--- src/rtl/gray_pkg.sv ---
// Shared Gray-code helpers and defaults.
// Used by the counter, its encoder and FIFO pointer logic.
package gray_pkg;

    localparam int DEF_WIDTH = 4;
    localparam int MAX_W     = 32;

    function automatic logic [MAX_W-1:0] bin2gray(
        input logic [MAX_W-1:0] b
    );
        return b ^ (b >> 1);
    endfunction

    // Prefix XOR from the MSB; zero upper bits leave the result intact.
    function automatic logic [MAX_W-1:0] gray2bin(
        input logic [MAX_W-1:0] g
    );
        logic [MAX_W-1:0] b;
        b[MAX_W-1] = g[MAX_W-1];
        for (int i = MAX_W - 2; i >= 0; i--) begin
            b[i] = b[i+1] ^ g[i];
        end
        return b;
    endfunction

endpackage

--- src/rtl/gray_encode_n.sv ---
// Combinational WIDTH-bit binary to reflected-Gray encoder.
// Shared by the counter and FIFO pointer logic.
module gray_encode_n
    import gray_pkg::*;
#(
    parameter int WIDTH = DEF_WIDTH
) (
    input  logic [WIDTH-1:0] bin,
    output logic [WIDTH-1:0] gray
);

    assign gray = bin ^ (bin >> 1);

endmodule

--- src/rtl/gray_counter.sv ---
// Registered up/down counter with binary and Gray outputs.
// Gray is encoded from next-state binary so both update together.
module gray_counter
    import gray_pkg::*;
#(
    parameter int WIDTH   = DEF_WIDTH,
    parameter int RST_VAL = 0
) (
    input  logic             clk,
    input  logic             rst,
    input  logic             en,
    input  logic             up_dn,
    input  logic             load,
    input  logic [WIDTH-1:0] load_bin,
    output logic [WIDTH-1:0] bin_out,
    output logic [WIDTH-1:0] gray_out,
    output logic             wrap
);

    localparam logic [WIDTH-1:0] RST_BIN  = WIDTH'(RST_VAL);
    localparam logic [WIDTH-1:0] RST_GRAY = RST_BIN ^ (RST_BIN >> 1);
    localparam logic [WIDTH-1:0] MAX_BIN  = '1;
    localparam logic [WIDTH-1:0] ZERO_BIN = '0;

    logic [WIDTH-1:0] bin_q;
    logic [WIDTH-1:0] gray_q;
    logic             wrap_q;

    logic [WIDTH-1:0] bin_d;
    logic [WIDTH-1:0] gray_d;
    logic             wrap_d;

    // Next-state mux: load beats count; wrap only on a counted rollover.
    always_comb begin
        bin_d  = bin_q;
        wrap_d = 1'b0;
        if (load) begin
            bin_d = load_bin;
        end else if (en) begin
            if (up_dn) begin
                bin_d  = bin_q + 1'b1;
                wrap_d = (bin_q == MAX_BIN);
            end else begin
                bin_d  = bin_q - 1'b1;
                wrap_d = (bin_q == ZERO_BIN);
            end
        end
    end

    gray_encode_n #(
        .WIDTH (WIDTH)
    ) u_enc (
        .bin  (bin_d),
        .gray (gray_d)
    );

    // State registers with synchronous reset taking top priority.
    always_ff @(posedge clk) begin
        if (rst) begin
            bin_q  <= RST_BIN;
            gray_q <= RST_GRAY;
            wrap_q <= 1'b0;
        end else begin
            bin_q  <= bin_d;
            gray_q <= gray_d;
            wrap_q <= wrap_d;
        end
    end

    assign bin_out  = bin_q;
    assign gray_out = gray_q;
    assign wrap     = wrap_q;

endmodule
--- config.mk ---
export PLATFORM = sky130hd
export DESIGN_NAME = gray_counter
export DESIGN_NICKNAME = d
export VERILOG_FILES = /design/src/rtl/gray_pkg.sv /design/src/rtl/gray_encode_n.sv /design/src/rtl/gray_counter.sv
export SDC_FILE = /design/constraint.sdc
export NUM_CORES = 1
export LEC_CHECK = 0
export CORE_AREA = 2 2 39 41
export DETAILED_ROUTE_END_ITERATION = 8
export DIE_AREA = 0 0 41 43
export PLACE_DENSITY = 0.68
export SYNTH_ARGS = -nofsm -noshare
export SYNTH_HDL_FRONTEND = slang
export SYNTH_SLANG_ARGS = --single-unit
--- constraint.sdc ---
create_clock -name clk -period 5.7 [get_ports clk]
set_clock_uncertainty 0.15 [all_clocks]
set_input_delay 0.57 -clock clk [delete_from_list [all_inputs] [get_ports clk]]
set_output_delay 0.57 -clock clk [all_outputs]
set_load 0.03 [all_outputs]
---- After elaboration in Yosys (flattened, before gate mapping) ----
Cells that the tools add are included.
Widths: inputs -> output; s select.
word-level totals
  output and inout port bits .............. 9
  bits of input ports ..................... 9
  logic and storage cells ................. 14
  register bits after elaboration ......... 9
cells by class
  eq/ne operators ......................... 1
  bitwise logic cells ..................... 2
  $add $sub $neg .......................... 2
  reductions and logical operators ........ 2
  muxes and demuxes ....................... 4
operators with widths
  operator             number
  $mux 4               3
  $add 4x1->4 const B  1
  $eq 4x4->1 const B   1
  $logic_not 4->1      1
  $sub 4x1->4 const B  1
  $xor 4x3->4          1
  $reduce_or 3->1      1
  $mux 1               1
  $not 1->1            1

---- Logic depth before layout (Yosys ltp) ----
  depth in word-level cells ............... 5
  depth in mapped cells ................... 6
  depth with buffers taken out ............ 6

---- Cells and area by module ----
Synthesis repeated with hierarchy kept, for this count alone.
second synthesis, totals
  cells, all modules ...................... 51
  area, all modules ....................... 515.5 um^2
by module, submodules not included
  module         area each (um^2)  cells each  times used  sequential area each (um^2)
  gray_counter   481.7             47          1           180.2
  gray_encode_n  33.8              4           1           0.0

---- Worst setup path after synthesis ----
No wires, ideal clock.
  path kind ............................... input to register
  start point ............................. input up_dn
  end point ............................... register gray_q[1], in the netlist gray_out[1]
  slack ................................... 3.626 ns
  stages on the path ...................... 6
  required time ........................... 5.480 ns
  setup time .............................. 0.070 ns
  path buffers ............................ 0
  data arrival time ....................... 1.854 ns
  cells stage by stage .................... inv_1 fa_1 mux2_2 mux2i_1 or3_1 a21oi_1
between the ends
  cells in the longest elaborated chain, start to end .. 4
RTL lines
  what                    RTL line             source
  start: declaration      gray_counter.sv:12   input logic up_dn,
  $mux 4                  gray_counter.sv:40   if (up_dn) begin
  $mux 4                  gray_counter.sv:39   end else if (en) begin
  $mux 4                  gray_counter.sv:37   if (load) begin
  $xor 4x3->4             gray_encode_n.sv:12  assign gray = bin ^ (bin >> 1);
  end signal: assignment  gray_counter.sv:65   gray_q <= gray_d;
  end: declaration        gray_counter.sv:26   logic [WIDTH-1:0] gray_q;
Every way passes these cells.
A chain may end at the register's enable or synchronous reset.

---- Final worst setup path ----
Same ends and word-level chain as after synthesis.

==> impl_metrics.json <==
{
  "status": "finished, final reports clean",
  "root_buffer": "clkbuf_4",
  "cpMaxStageDelayCell": "clkdlybuf4s50_1",
  "ys_warn_count": 0,
  "endpoint_kind": "register",
  "p_leak_nw": 0.299,
  "worstMarginPinSlew_ns": 0.405,
  "cts_tree": "done",
  "crit_arrival_ns": 2.60,
  "ys.flop_type": "dfxtp_1",
  "period_share_pct": 45.1,
  "io_buffers": 17,
  "cts_resized": 0,
  "clk_path_buf_depth": 2,
  "hold_violations": 0,
  "maxCapViolations": 0,
  "synthTopCellsByArea": "dfxtp_1 32%, mux2i_1 6.1%, ha_1 5.1%",
  "setup_viol": 0,
  "yosysSeqAreaShare_pct": 32.3,
  "antenna_found_initial": 0,
  "die_h_um": 43,
  "async_flop_share_pct": 0,
  "synth_nets": 66,
  "grt_pass1_vias": 416,
  "min_period_ns": 2.57,
  "avgSynthCellArea_um2": 9.18,
  "drtIter0Drc": 3,
  "hold_buffers": 0,
  "grt_max_degree": 12,
  "crit_chain": "clkdlybuf4s50_1 -> inv_1 -> fa_1 -> mux2_2 -> mux2i_1 -> o21ai_0 -> a21oi_1",
  "cts_sinks": 8,
  "grt_use_total_pct": 14.5,
  "wirelength_um": 1020,
  "p_per_area_nw_per_um2": 244,
  "drc_errors": 0,
  "drt-vias-per-instance": 5.21,
  "slew_headroom_pct": 72.9,
  "yosysTopAreaCell": "dfxtp_1",
  "firstDrtPassIters": 4,
  "placed_cells": 84,
  "clk_pin_slew_ns": 0.05,
  "critPathKind": "in -> reg",
  "critPathLaunchType": "primary input",
  "gp_congestion": 0.757,
  "max_freq_ghz": 0.389,
  "initial_core_util_pct": 35.8,
  "layout-drive-gt1-share_pct": 9.86,
  "rsz0062_at_grt": "no",
  "worst_ep_required_time_ns": 5.73,
  "num_rows": 14,
  "synthCells": 54,
  "cts_setup_buffers": 0,
  "place_area_um2": 666,
  "io_pins": 18,
  "tns_ns": 0,
  "slew_violations": 0,
  "routed-via-count": 453,
  "cp_max_fo": 7,
  "clock_latency_ns": 0.25,
  "peakVddDrop_mv": 0.189,
  "die_area_um2": 1760,
  "p_total_uw": 168,
  "cp_slowest_stage_delay_ns": 0.56,
  "die_w_um": 41,
  "final_area_um2": 688,
  "final_cells": 87,
  "grt_pass1_wl_um": 1770,
  "gr-total-overflow": 0,
  "netlist_area_um2": 495,
  "final_antenna_net_count": 0,
  "cts_buffers": 3,
  "ys_seq_elements": 8,
  "ys_types": 31,
  "area_growth_pct": 38.9,
  "nNetsFinal": 85,
  "wire_per_inst_um": 11.7,
  "worstHoldPathType": "reg -> reg",
  "synth_edf_count": 0,
  "yosys.area.top_type_share_pct": 32.3,
  "diodes": 0,
  "cts.htree.levels": 1,
  "coreArea_um2": 1380
}
## kinds of logic after synthesis
logic type / synth area share [%]
compound gates: 15.2
xor+xnor: 5.30
fa+ha+maj: 9.09
buf+inv: 6.31
flops: 32.3
mux: 8.33
simple gates: 23.5
## critical path, delay by kind of cell
kind / cells / cell delay, ns
AO/OA/AOI/OAI: 2 / 0.31
adder cells (fa/ha/maj): 1 / 0.48
buffers and inverters: 2 / 0.68
multiplexers: 2 / 0.56
## per-stage QoR
step	util, %	setup slack [ns]	hold WS (ns)
global placement	48.1	2.92	0.596
finish	49.7	3.13	0.602
detailed placement	48.1	2.89	0.606
CTS	49.7	3.13	0.618
floorplan	-	3.63	0.489
global route	49.7	2.96	0.669
## metal layers
layer | vias to the layer above | GRT usage (%) | share of wire, %
met5 | - | 0 | 0
met4 | 0 | 0 | 0
met2 | 15 | 21.6 | 49
met3 | 0 | 7.85 | 8.4
met1 | 209 | 19.5 | 43
li1 | 229 | - | -
## sequential cells by signal (all words and copies together) (netlist names)
name and count:
bin_out 4, gray_out 3, wrap 1
## power by group
part / switching, mW / leakage (nW) / internal (mW)
clock: 0.0182 / 0.0138 / 0.0240
combinational: 0.0302 / 0.219 / 0.0289
sequential: 0.00505 / 0.0663 / 0.0617
total: 0.0535 / 0.299 / 0.115
## layout by cell type, fill, tap and decap left out, types with 2 or more instances in the layout
master and n:
xnor2_1 2, dfxtp_1 8, clkdlybuf4s50_1 17, ha_1 2, nor2_1 6, clkbuf_4 3
a21oi_1 2, mux2i_1 3, nand3_1 2, inv_1 3, or3_1 2, o21ai_0 2
## final timing paths
path               from     endpoint  slack (ns)  cells past startpoint
min reg2reg  bin_out[3]         wrap        0.60                      2
min          bin_out[3]         wrap        0.60                      2
max               up_dn  gray_out[1]        3.13                      7
max reg2reg  bin_out[0]  gray_out[1]        3.67                      5
## synthesized netlist by cell type, types with 2 or more instances
cell	n
dfxtp_1	8
nor2_1	6
inv_1	3
mux2i_1	3
a21oi_1	2
buf_4	2
ha_1	2
nand3_1	2
o21ai_0	2
or3_1	2
xnor2_1	2
## cell type report
cell class | count | area (um^2)
fillers | 152 | 696
multi-input cells | 40 | 304
repair buffers | 17 | 170
flip-flops and latches | 8 | 160
clock buffers | 3 | 22.5
well taps | 16 | 20.0
inverters | 3 | 11.3
(Power assumes the default switching activity.)
